**src/rtl/mem_lsu_pkg.sv**
```systemverilog
// Shared op codes, widths and state encoding for the MEM-stage load/store unit.
// LL/SC decoding is enabled by MEM_LSU_LLSC_EN in the consuming modules.
package mem_lsu_pkg;

    localparam int ALU_OP_W   = 8;
    localparam int REG_W      = 32;
    localparam int REG_ADDR_W = 5;

    localparam logic [REG_W-1:0] ZERO_WORD     = '0;
    localparam logic             WRITE_ENABLE  = 1'b1;
    localparam logic             WRITE_DISABLE = 1'b0;

    localparam logic [ALU_OP_W-1:0] EXE_ADD_OP = 8'b0010_0000;
    localparam logic [ALU_OP_W-1:0] EXE_LB_OP  = 8'b1110_0000;
    localparam logic [ALU_OP_W-1:0] EXE_LBU_OP = 8'b1110_0100;
    localparam logic [ALU_OP_W-1:0] EXE_LH_OP  = 8'b1110_0001;
    localparam logic [ALU_OP_W-1:0] EXE_LHU_OP = 8'b1110_0101;
    localparam logic [ALU_OP_W-1:0] EXE_LW_OP  = 8'b1110_0011;
    localparam logic [ALU_OP_W-1:0] EXE_SB_OP  = 8'b1110_1000;
    localparam logic [ALU_OP_W-1:0] EXE_SH_OP  = 8'b1110_1001;
    localparam logic [ALU_OP_W-1:0] EXE_SW_OP  = 8'b1110_1011;
    localparam logic [ALU_OP_W-1:0] EXE_LL_OP  = 8'b1111_0000;
    localparam logic [ALU_OP_W-1:0] EXE_SC_OP  = 8'b1111_1000;

    typedef enum logic [1:0] {
        IDLE  = 2'd0,
        WAIT  = 2'd1,
        DRAIN = 2'd2
    } state_t;

    typedef enum logic [1:0] {
        SZ_B,
        SZ_H,
        SZ_W
    } size_t;

endpackage

```
**src/rtl/mem_lane_align.sv**
```systemverilog
// Big-endian byte-lane steering: sel, store replication, load extraction, misalign.
// MEM_LSU_LLSC_EN adds LL (as a word load) and SC (as a word store) to the decode.
module mem_lane_align
    import mem_lsu_pkg::*;
#(
    parameter  int DATA_W = 32,
    localparam int NB     = DATA_W / 8,
    localparam int LB     = $clog2(NB)
) (
    input  logic [ALU_OP_W-1:0] aluop,
    input  logic [31:0]         addr,
    input  logic [REG_W-1:0]    reg2,
    input  logic [DATA_W-1:0]   rdata,
    output logic                is_mem,
    output logic                is_load,
    output logic                misalign,
    output logic [31:0]         bus_addr,
    output logic [NB-1:0]       sel,
    output logic [DATA_W-1:0]   wdata,
    output logic [REG_W-1:0]    load_data
);

    localparam logic [NB-1:0] B_MASK = NB'(1) << (NB - 1);
    localparam logic [NB-1:0] H_MASK = NB'(2'b11) << (NB - 2);
    localparam logic [NB-1:0] W_MASK = NB'(4'hF) << (NB - 4);

    size_t          size;
    logic           sign;
    logic [LB-1:0]  k;
    logic [31:0]    win;

    always_comb begin
        is_mem  = 1'b1;
        is_load = 1'b0;
        size    = SZ_W;
        sign    = 1'b0;
        unique case (aluop)
            EXE_LB_OP:  begin is_load = 1'b1; size = SZ_B; sign = 1'b1; end
            EXE_LBU_OP: begin is_load = 1'b1; size = SZ_B; end
            EXE_LH_OP:  begin is_load = 1'b1; size = SZ_H; sign = 1'b1; end
            EXE_LHU_OP: begin is_load = 1'b1; size = SZ_H; end
            EXE_LW_OP:  is_load = 1'b1;
            EXE_SB_OP:  size = SZ_B;
            EXE_SH_OP:  size = SZ_H;
            EXE_SW_OP:  size = SZ_W;
`ifdef MEM_LSU_LLSC_EN
            EXE_LL_OP:  is_load = 1'b1;
            EXE_SC_OP:  size = SZ_W;
`endif
            default:    is_mem = 1'b0;
        endcase
    end

    assign k        = addr[LB-1:0];
    assign bus_addr = {addr[31:LB], {LB{1'b0}}};
    // Lane k moved to the top of the bus; the top 32 bits hold every access size.
    assign win      = 32'((rdata << {k, 3'b000}) >> (DATA_W - 32));

    always_comb begin
        misalign  = 1'b0;
        sel       = W_MASK >> k;
        wdata     = {(NB/4){reg2}};
        load_data = win;
        case (size)
            SZ_B: begin
                sel       = B_MASK >> k;
                wdata     = {NB{reg2[7:0]}};
                load_data = {{24{sign & win[31]}}, win[31:24]};
            end
            SZ_H: begin
                misalign  = addr[0];
                sel       = H_MASK >> k;
                wdata     = {(NB/2){reg2[15:0]}};
                load_data = {{16{sign & win[31]}}, win[31:16]};
            end
            default: misalign = addr[1:0] != 2'b00;
        endcase
        misalign = misalign & is_mem;
    end

endmodule

```
**src/rtl/mem_lsu.sv**
```systemverilog
// MEM-stage load/store unit: req/ack bus master with stall, exceptions and timeout.
// Define MEM_LSU_LLSC_EN to implement LL/SC with an internal LL bit.
module mem_lsu
    import mem_lsu_pkg::*;
#(
    parameter  int DATA_W      = 32,
    parameter  int TIMEOUT_CYC = 255,
    localparam int NB          = DATA_W / 8
) (
    input  logic                  clk,
    input  logic                  rst,
    input  logic                  valid_i,
    input  logic [ALU_OP_W-1:0]   aluop_i,
    input  logic [31:0]           mem_addr_i,
    input  logic [REG_W-1:0]      reg2_i,
    input  logic [REG_ADDR_W-1:0] wd_i,
    input  logic                  wreg_i,
    input  logic [REG_W-1:0]      wdata_i,
    input  logic                  llbit_clr_i,
    output logic [REG_ADDR_W-1:0] wd_o,
    output logic                  wreg_o,
    output logic [REG_W-1:0]      wdata_o,
    output logic                  valid_o,
    output logic                  stall_req_o,
    output logic                  exc_adel_o,
    output logic                  exc_ades_o,
    output logic                  exc_bus_o,
    output logic                  bus_req_o,
    output logic                  bus_we_o,
    output logic [31:0]           bus_addr_o,
    output logic [NB-1:0]         bus_sel_o,
    output logic [DATA_W-1:0]     bus_wdata_o,
    input  logic                  bus_ack_i,
    input  logic                  bus_err_i,
    input  logic [DATA_W-1:0]     bus_rdata_i
);

    localparam int CW = (TIMEOUT_CYC > 0) ? $clog2(TIMEOUT_CYC + 1) : 1;

    state_t             state;
    state_t             state_nxt;
    logic [CW-1:0]      cnt;
    logic               tmo;
    logic               done_ack;
    logic               done_err;
    logic               accept_mem;
    logic               sc_fail;
    logic               is_mem;
    logic               is_load;
    logic               misalign;
    logic [31:0]        a_addr;
    logic [NB-1:0]      a_sel;
    logic [DATA_W-1:0]  a_wdata;
    logic [REG_W-1:0]   load_data;

    mem_lane_align #(.DATA_W(DATA_W)) u_align (
        .aluop     (aluop_i),
        .addr      (mem_addr_i),
        .reg2      (reg2_i),
        .rdata     (bus_rdata_i),
        .is_mem    (is_mem),
        .is_load   (is_load),
        .misalign  (misalign),
        .bus_addr  (a_addr),
        .sel       (a_sel),
        .wdata     (a_wdata),
        .load_data (load_data)
    );

`ifdef MEM_LSU_LLSC_EN
    logic llbit;
    logic is_ll;
    logic is_sc;

    assign is_ll   = aluop_i == EXE_LL_OP;
    assign is_sc   = aluop_i == EXE_SC_OP;
    assign sc_fail = is_sc && !llbit;

    // A clear beats a simultaneous LL completion.
    always_ff @(posedge clk or negedge rst) begin
        if (!rst)
            llbit <= 1'b0;
        else if (llbit_clr_i)
            llbit <= 1'b0;
        else if (done_ack && is_ll)
            llbit <= 1'b1;
        else if (done_ack && is_sc)
            llbit <= 1'b0;
    end
`else
    logic unused_llclr;
    assign unused_llclr = llbit_clr_i;
    assign sc_fail      = 1'b0;
`endif

    assign accept_mem = valid_i && is_mem && !misalign && !sc_fail;
    assign tmo = (TIMEOUT_CYC != 0) && (int'(cnt) + 1 >= TIMEOUT_CYC);

    always_comb begin
        state_nxt   = state;
        stall_req_o = 1'b0;
        bus_req_o   = 1'b0;
        done_ack    = 1'b0;
        done_err    = 1'b0;
        unique case (state)
            IDLE: begin
                stall_req_o = rst && accept_mem;
                if (accept_mem)
                    state_nxt = WAIT;
            end
            WAIT: begin
                stall_req_o = 1'b1;
                bus_req_o   = 1'b1;
                if (bus_err_i || tmo) begin
                    done_err  = 1'b1;
                    state_nxt = DRAIN;
                end else if (bus_ack_i) begin
                    done_ack  = 1'b1;
                    state_nxt = DRAIN;
                end
            end
            default: state_nxt = IDLE;
        endcase
    end

    always_ff @(posedge clk or negedge rst) begin
        if (!rst) begin
            state       <= IDLE;
            cnt         <= '0;
            valid_o     <= 1'b0;
            wd_o        <= '0;
            wreg_o      <= WRITE_DISABLE;
            wdata_o     <= ZERO_WORD;
            exc_adel_o  <= 1'b0;
            exc_ades_o  <= 1'b0;
            exc_bus_o   <= 1'b0;
            bus_we_o    <= 1'b0;
            bus_addr_o  <= '0;
            bus_sel_o   <= '0;
            bus_wdata_o <= '0;
        end else begin
            state      <= state_nxt;
            valid_o    <= 1'b0;
            exc_adel_o <= 1'b0;
            exc_ades_o <= 1'b0;
            exc_bus_o  <= 1'b0;
            unique case (state)
                IDLE: if (valid_i) begin
                    wd_o    <= wd_i;
                    wreg_o  <= wreg_i;
                    wdata_o <= wdata_i;
                    if (misalign) begin
                        valid_o    <= 1'b1;
                        wreg_o     <= WRITE_DISABLE;
                        exc_adel_o <= is_load;
                        exc_ades_o <= !is_load;
                    end else if (sc_fail) begin
                        valid_o <= 1'b1;
                        wreg_o  <= WRITE_ENABLE;
                        wdata_o <= ZERO_WORD;
                    end else if (is_mem) begin
                        cnt         <= '0;
                        bus_we_o    <= !is_load;
                        bus_addr_o  <= a_addr;
                        bus_sel_o   <= a_sel;
                        bus_wdata_o <= a_wdata;
                    end else begin
                        valid_o <= 1'b1;
                    end
                end
                WAIT: begin
                    if (cnt != CW'(TIMEOUT_CYC))
                        cnt <= cnt + CW'(1);
                    if (done_err) begin
                        valid_o   <= 1'b1;
                        exc_bus_o <= 1'b1;
                        wreg_o    <= WRITE_DISABLE;
                    end else if (done_ack) begin
                        valid_o <= 1'b1;
                        wdata_o <= is_load ? load_data : wdata_i;
`ifdef MEM_LSU_LLSC_EN
                        if (is_sc)
                            wdata_o <= REG_W'(1);
`endif
                    end
                end
                default: ;
            endcase
        end
    end

endmodule

```
**config.mk**
```make
export PLATFORM = sky130hd
export DESIGN_NAME = mem_lsu
export DESIGN_NICKNAME = d
export VERILOG_FILES = /design/src/rtl/mem_lsu_pkg.sv /design/src/rtl/mem_lane_align.sv /design/src/rtl/mem_lsu.sv
export SDC_FILE = /design/constraint.sdc
export NUM_CORES = 1
export LEC_CHECK = 0
export CORE_MARGIN = 3
export CORE_UTILIZATION = 42
export CTS_BUF_LIST = sky130_fd_sc_hd__clkbuf_8
export CTS_CLUSTER_DIAMETER = 150
export DETAILED_ROUTE_END_ITERATION = 10
export HOLD_SLACK_MARGIN = 0.03
export PLACE_DENSITY = 0.81
export SETUP_SLACK_MARGIN = 0.4
export SLEW_MARGIN = 20
export SYNTH_ARGS = -nofsm -noshare
export SYNTH_HDL_FRONTEND = slang
export SYNTH_HIERARCHICAL = 1
export SYNTH_SLANG_ARGS = --single-unit
```
**constraint.sdc**
```tcl
create_clock -name clk -period 2.42 [get_ports clk]
set_input_delay 0.484 -clock clk [delete_from_list [all_inputs] [get_ports clk]]
set_output_delay 0.484 -clock clk [all_outputs]
set_load 0.02 [all_outputs]
```
After elaboration in Yosys (flattened, before gate mapping)
Index checks and enable logic that the tools add are counted.
{ "word_totals": {"regBits": 119, "output_inout_bits": 113} }
{ "classes": {"addsub": 2, "magnitude_cmp": 1, "eq_ne": 20, "shifts": 4, "n_mux": 47, "bitwise": 3, "reduce_logical": 21} }
{ "op_table": {"columns": ["op", "n"], "rows": [
  ["32-bit one-hot mux with 2 select lines", 3],
  ["32-bit 2-to-1 mux", 4],
  ["8-bit equality test, second input constant", 8],
  ["8-bit 2-to-1 mux", 4],
  ["32-bit by 5-bit << shifter with 32-bit output", 1],
  ["1-bit 2-to-1 mux", 25],
  ["2-bit inequality test, second input constant", 8],
  ["8-bit one-hot mux with 2 select lines", 1],
  ["4-bit by 2-bit >> shifter with 4-bit output, first input constant", 3],
  ["8-bit by 1-bit adder with 9-bit output, second input constant", 1],
  ["9-bit by 8-bit >= comparator with 1-bit output, second input constant", 1],
  ["8-bit by 1-bit adder with 8-bit output, second input constant", 1],
  ["8-bit inequality test, second input constant", 1],
  ["1-bit one-hot mux with 2 select lines", 4],
  ["2-bit one-hot mux with 2 select lines", 2],
  ["4-bit one-hot mux with 2 select lines", 1],
  ["4-bit AND reduction", 2],
  ["8-bit OR reduction", 1],
  ["2-bit 2-to-1 mux", 3],
  ["3-bit OR reduction", 2],
  ["5-bit AND reduction", 1],
  ["5-bit OR reduction", 1],
  ["2-bit by 1-bit equality test with 1-bit output, second input constant", 2],
  ["2-bit zero test", 2],
  ["10 further kinds", 16]
]} }

Longest topological paths before layout
{ "logic_depth": {"ltp_word": 10, "depth_mapped": 12, "mapped_depth_nobuf": 8} }

Hierarchy
Netlist, hierarchy kept.
{ "by_module_without_submodules": {"columns": ["module", "n_inst", "cells_each", "area_per_inst_um2"], "rows": [
  ["mem_lsu", 1, 439, 5202.5],
  ["mem_lane_align", 1, 248, 1990.7]
]} }

Least setup slack after synthesis
No wires, ideal clock.
{ "synth_timing": {"path_kind": "input to register", "from": "in aluop_i[0]", "to": "reg bus_addr_o[2]", "setup_ps": 125, "arrival_ps": 2727, "t_required_ps": 2295, "setup_slack_ps": -432, "path_stages": 10, "cell_sequence": "clkbuf_1 clkbuf_1 clkbuf_1 nand3_1 a21oi_1 nor2b_1 nand2_1 clkbuf_1 clkbuf_1 mux2_2"} }
{ "synth_via": {"elab_chain_cells": 8, "word_cells_on_any_way": 19} }
{ "synth_rtl": {"columns": ["element", "line_no", "source"], "rows": [
  ["start, declared", "mem_lsu.sv:13", "input logic [ALU_OP_W-1:0] aluop_i,"],
  ["8-bit equality test", "mem_lane_align.sv:37", "unique case (aluop)"],
  ["3-bit OR reduction (no line)", null, null],
  ["2-bit one-hot mux with 2 select lines", "mem_lane_align.sv:37", null],
  ["2-bit by 1-bit equality test with 1-bit output / 2-bit zero test (equally long branches)", "mem_lane_align.sv:64", "case (size)"],
  ["1-bit one-hot mux with 2 select lines", "mem_lane_align.sv:64", null],
  ["1-bit bitwise AND *", "mem_lane_align.sv:78", "misalign = misalign & is_mem;"],
  ["named net misalign", "mem_lsu.sv:50", "logic misalign;"],
  ["1-bit NOT (no line) *", null, null],
  ["4-bit AND reduction (no line) *", null, null],
  ["end signal, assigned", "mem_lsu.sv:164", "bus_addr_o <= a_addr;"],
  ["end, declared", "mem_lsu.sv:30", "output logic [31:0] bus_addr_o,"]
]} }
The timed path passes the listed nets; every way through them passes the cells marked *.
A chain may end at the register's enable or synchronous reset.

Worst setup path after layout
{ "layout_timing": {"from": "reg cnt[0]", "to": "reg wdata_o[23]"} }
{ "layout_via": {"elab_chain_cells": 7, "word_cells_on_any_way": 10} }
{ "layout_rtl": {"columns": ["element", "line_no", "source"], "rows": [
  ["start, declared", "mem_lsu.sv:42", "logic [CW-1:0] cnt;"],
  ["start signal, assigned", "mem_lsu.sv:173", "cnt <= cnt + CW'(1);"],
  ["8-bit by 1-bit adder with 9-bit output *", "mem_lsu.sv:97", "assign tmo = (TIMEOUT_CYC != 0) && (int'(cnt) + 1 >= TIMEOUT_CYC);"],
  ["9-bit by 8-bit >= comparator with 1-bit output *", "mem_lsu.sv:97", null],
  ["1-bit logical OR *", "mem_lsu.sv:114", "if (bus_err_i || tmo) begin"],
  ["1-bit 2-to-1 mux", "mem_lsu.sv:114", null],
  ["1-bit 2-to-1 mux", "mem_lsu.sv:105", "unique case (state)"],
  ["2-bit inequality test (no line)", null, null],
  ["4-bit AND reduction (no line) *", null, null],
  ["end signal, assigned", "mem_lsu.sv:151", "wdata_o <= wdata_i;"],
  ["end signal, assigned", "mem_lsu.sv:180", "wdata_o <= is_load ? load_data : wdata_i;"],
  ["end, declared", "mem_lsu.sv:22", "output logic [REG_W-1:0] wdata_o,"]
]} }
Mark *: on every way between the ends. The rest lies on a longest branch, timed or not.

==> flow_summary.json <==
{
  "cap_violations": 0,
  "synth_common_cells": "dfrtp_1 (121), inv_1 (105), mux2_2 (89), buf_4 (44), nand2_1 (41)",
  "yosys.area.top_type": "dfrtp_1",
  "fmax_ghz": 0.426,
  "grt_pass1_wl_um": 34800,
  "io_pins": 261,
  "io_buffers": 259,
  "synth_ff_type": "dfrtp_1",
  "cts_buffer_depth": 2,
  "cts.sinks": 121,
  "grt_overflow_total": 0,
  "grt_pass1_vias": 6612,
  "worstReg2RegStart": "cnt[0]",
  "htree_levels": 4,
  "final_core_util": 0.655,
  "critPathLaunchType": "register",
  "placed_area_um2": 10100,
  "path_max_fanout": 8,
  "synth_edf_count": 0,
  "gr-usage-met1": 0.290,
  "die_area_um2": 18700,
  "viasPerCell": 5.38,
  "syn_area_per_cell_um2": 10.5,
  "wl_um": 23300,
  "yosysMostFrequentCell": "dfrtp_1",
  "dpl.hpwl_um": 16200,
  "tightest_slew_ns": 0.726,
  "period_minus_slack_ns": 2.35,
  "yosys_warnings": 6,
  "cts_tree": "built",
  "p_leak_nw": 4.99,
  "n_antenna_cell": 0,
  "synth-seq-cells": 121,
  "vias": 6421,
  "root_buffer": "clkbuf_8",
  "top_usage_layer": "met2",
  "fin_nets": 1111,
  "worstSetupPathType": "reg -> reg",
  "cp.required_ns": 2.76,
  "finalMaxSlewViolations": 0,
  "die_w_um": 137,
  "coreArea_um2": 16700,
  "clkLatencyLatePin_ns": 0.45,
  "fin_hold_ws_ns": 0.0845,
  "wire_per_inst_um": 19.5,
  "synth_top_area_frac": 0.421,
  "netlist-cell-type-count": 57,
  "status": "completed",
  "use_met2": 0.398,
  "grt_max_degree": 122,
  "setup_viol": 0,
  "use_met3": 0.0860,
  "cts.reportedPaths.clkPinSlew_ns": 0.09,
  "grt.total_usage": 0.240,
  "syn_area_um2": 7190,
  "drt_iter0_markers": 510,
  "post_route_cells_drive_above_1_share": 0.272,
  "grt_antenna_before_repair": 1,
  "gp_congestion": 0.838,
  "synth-seq-area-share": 0.421,
  "synthTopCellsByArea": "dfrtp_1 (42%), mux2_2 (14%), inv_1 (5.5%), buf_4 (4.6%), a222oi_1 (4.5%)",
  "fin_crit_sh": 0.971,
  "postSynthCellCount": 687,
  "drc": 0,
  "ir_drop_mv": 0.515,
  "async_flop_share": 1.00,
  "final.setup.worst_slack_ns": 0.0700,
  "reg2reg_setup_slack_ns": 0.07,
  "die_height_um": 137,
  "rows": 47,
  "drtPass1Iterations": 6,
  "finClkSkew_ns": 0.0143,
  "rsz0062_at_grt": "yes",
  "end_kind": "register",
  "finalPower_w": 0.00699,
  "antenna_left": 0,
  "powerDensity_nw_per_um2": 639,
  "place_ws_ns": -0.677,
  "r2r_cells": 10,
  "numCtsBuffers": 17,
  "final_hold_viol_count": 0,
  "relSlewSlack": 0.516,
  "reg2reg_to": "wdata_o[23]",
  "cp.arrival_ns": 2.69,
  "hp-class": "in -> async",
  "syn_to_final_growth_pct": 52.1,
  "initial_core_util": 0.431,
  "stdcell_area_um2": 10900
}
-- routing by layer --
layer | vias to the layer above | wire length (µm)
met3 | 38 | 2600
met5 | - | 7
met2 | 333 | 11200
met1 | 3106 | 9020
li1 | 2942 | -
met4 | 2 | 475
-- metrics by stage --
stage          TNS, ns  instances
2_1_floorplan        0        688
4_1_cts              0       1188
5_1_grt         -0.706       1194
3_5_place_dp    -29.23       1141
6_report             0       1194
3_3_place_gp    -24.38       1141
-- worst max-delay path by stage --
| stage | from | endpoint | slack, ns | cells after the start |
|---|---|---|---|---|
| after detailed placement | aluop_i[4] | stall_req_o | -0.68 | 9 |
| after global routing | cnt[0] | wdata_o[19] | -0.09 | 9 |
| after global placement | aluop_i[4] | stall_req_o | -0.64 | 9 |
| final | cnt[0] | wdata_o[23] | 0.07 | 10 |
| after CTS | cnt[1] | wdata_o[30] | 0.07 | 9 |
| after floorplan | cnt[1] | wdata_o[31] | 0.19 | 9 |
-- cell families after synthesis --
kind of cell,count (synthesis),synth area share
buffers and inverters,192,0.136
AO/OA/AOI/OAI,127,0.135
multiplexers,126,0.217
flip-flops,121,0.421
AND/OR/NAND/NOR,115,0.0842
XOR/XNOR,3,0.00365
adder cells (fa/ha/maj),2,0.00348
other,1,0.000521
-- area by class of cell --
class                      instances  area, µm²
fill                            1266       5760
multi-input combinational        375       3410
tap                              220        275
sequential                       121       3030
clock inverter                    15        129
inverter                         105        394
timing repair buffer             341       3470
clock buffer                      17        234
-- power by group --
part / switching, W / internal (W)
sequential: 0.000262 / 0.00240
combinational: 0.00121 / 0.00137
clock: 0.00101 / 0.000744
total: 0.00248 / 0.00452
-- placed cells by master (no fill, tap or decap), types with 4 or more instances in the layout --
master	n
nand3b_1	5
a22o_1	5
clkdlybuf4s50_1	245
buf_12	10
a222oi_1	32
dlygate4sd2_1	4
mux4_2	13
dfrtp_1	119
nor2b_1	10
o311ai_0	7
o21ai_0	28
buf_4	58
o21a_1	4
nand4_1	10
clkbuf_8	17
buf_6	9
o31ai_1	6
nand2_1	36
inv_1	104
nor2_1	15
mux2_2	89
o211ai_1	4
a21oi_2	4
mux2_1	7
o21ai_1	10
inv_6	7
mux2i_1	14
-- sequential cells by signal, summed over array words and instances (netlist names) --
signal       cells
wreg_o           1
exc_adel_o       1
exc_ades_o       1
bus_wdata_o     32
valid_o          1
wdata_o         32
bus_sel_o        4
wd_o             5
state            2
bus_we_o         1
bus_addr_o      32
cnt              8
exc_bus_o        1
-- what timing repair did --
item,4_1_cts,5_1_grt
pin swaps,15,16
resized for setup,43,21
gates cloned,5,2
setup buffers,10,4
hold buffers,0,0
endpoints found under the setup margin,109,58
hold endpoints to repair,0,0
-- critical path, stage by stage, from the launching register on --
cell	delay [ns]
dfrtp_2	0.46
buf_6	0.15
and2_4	0.18
o31ai_4	0.18
a32oi_2	0.09
nor4_4	0.28
buf_6	0.15
o41ai_4	0.12
buf_4	0.17
buf_8	0.13
a222oi_1	0.34
(Power assumes the default switching activity.)
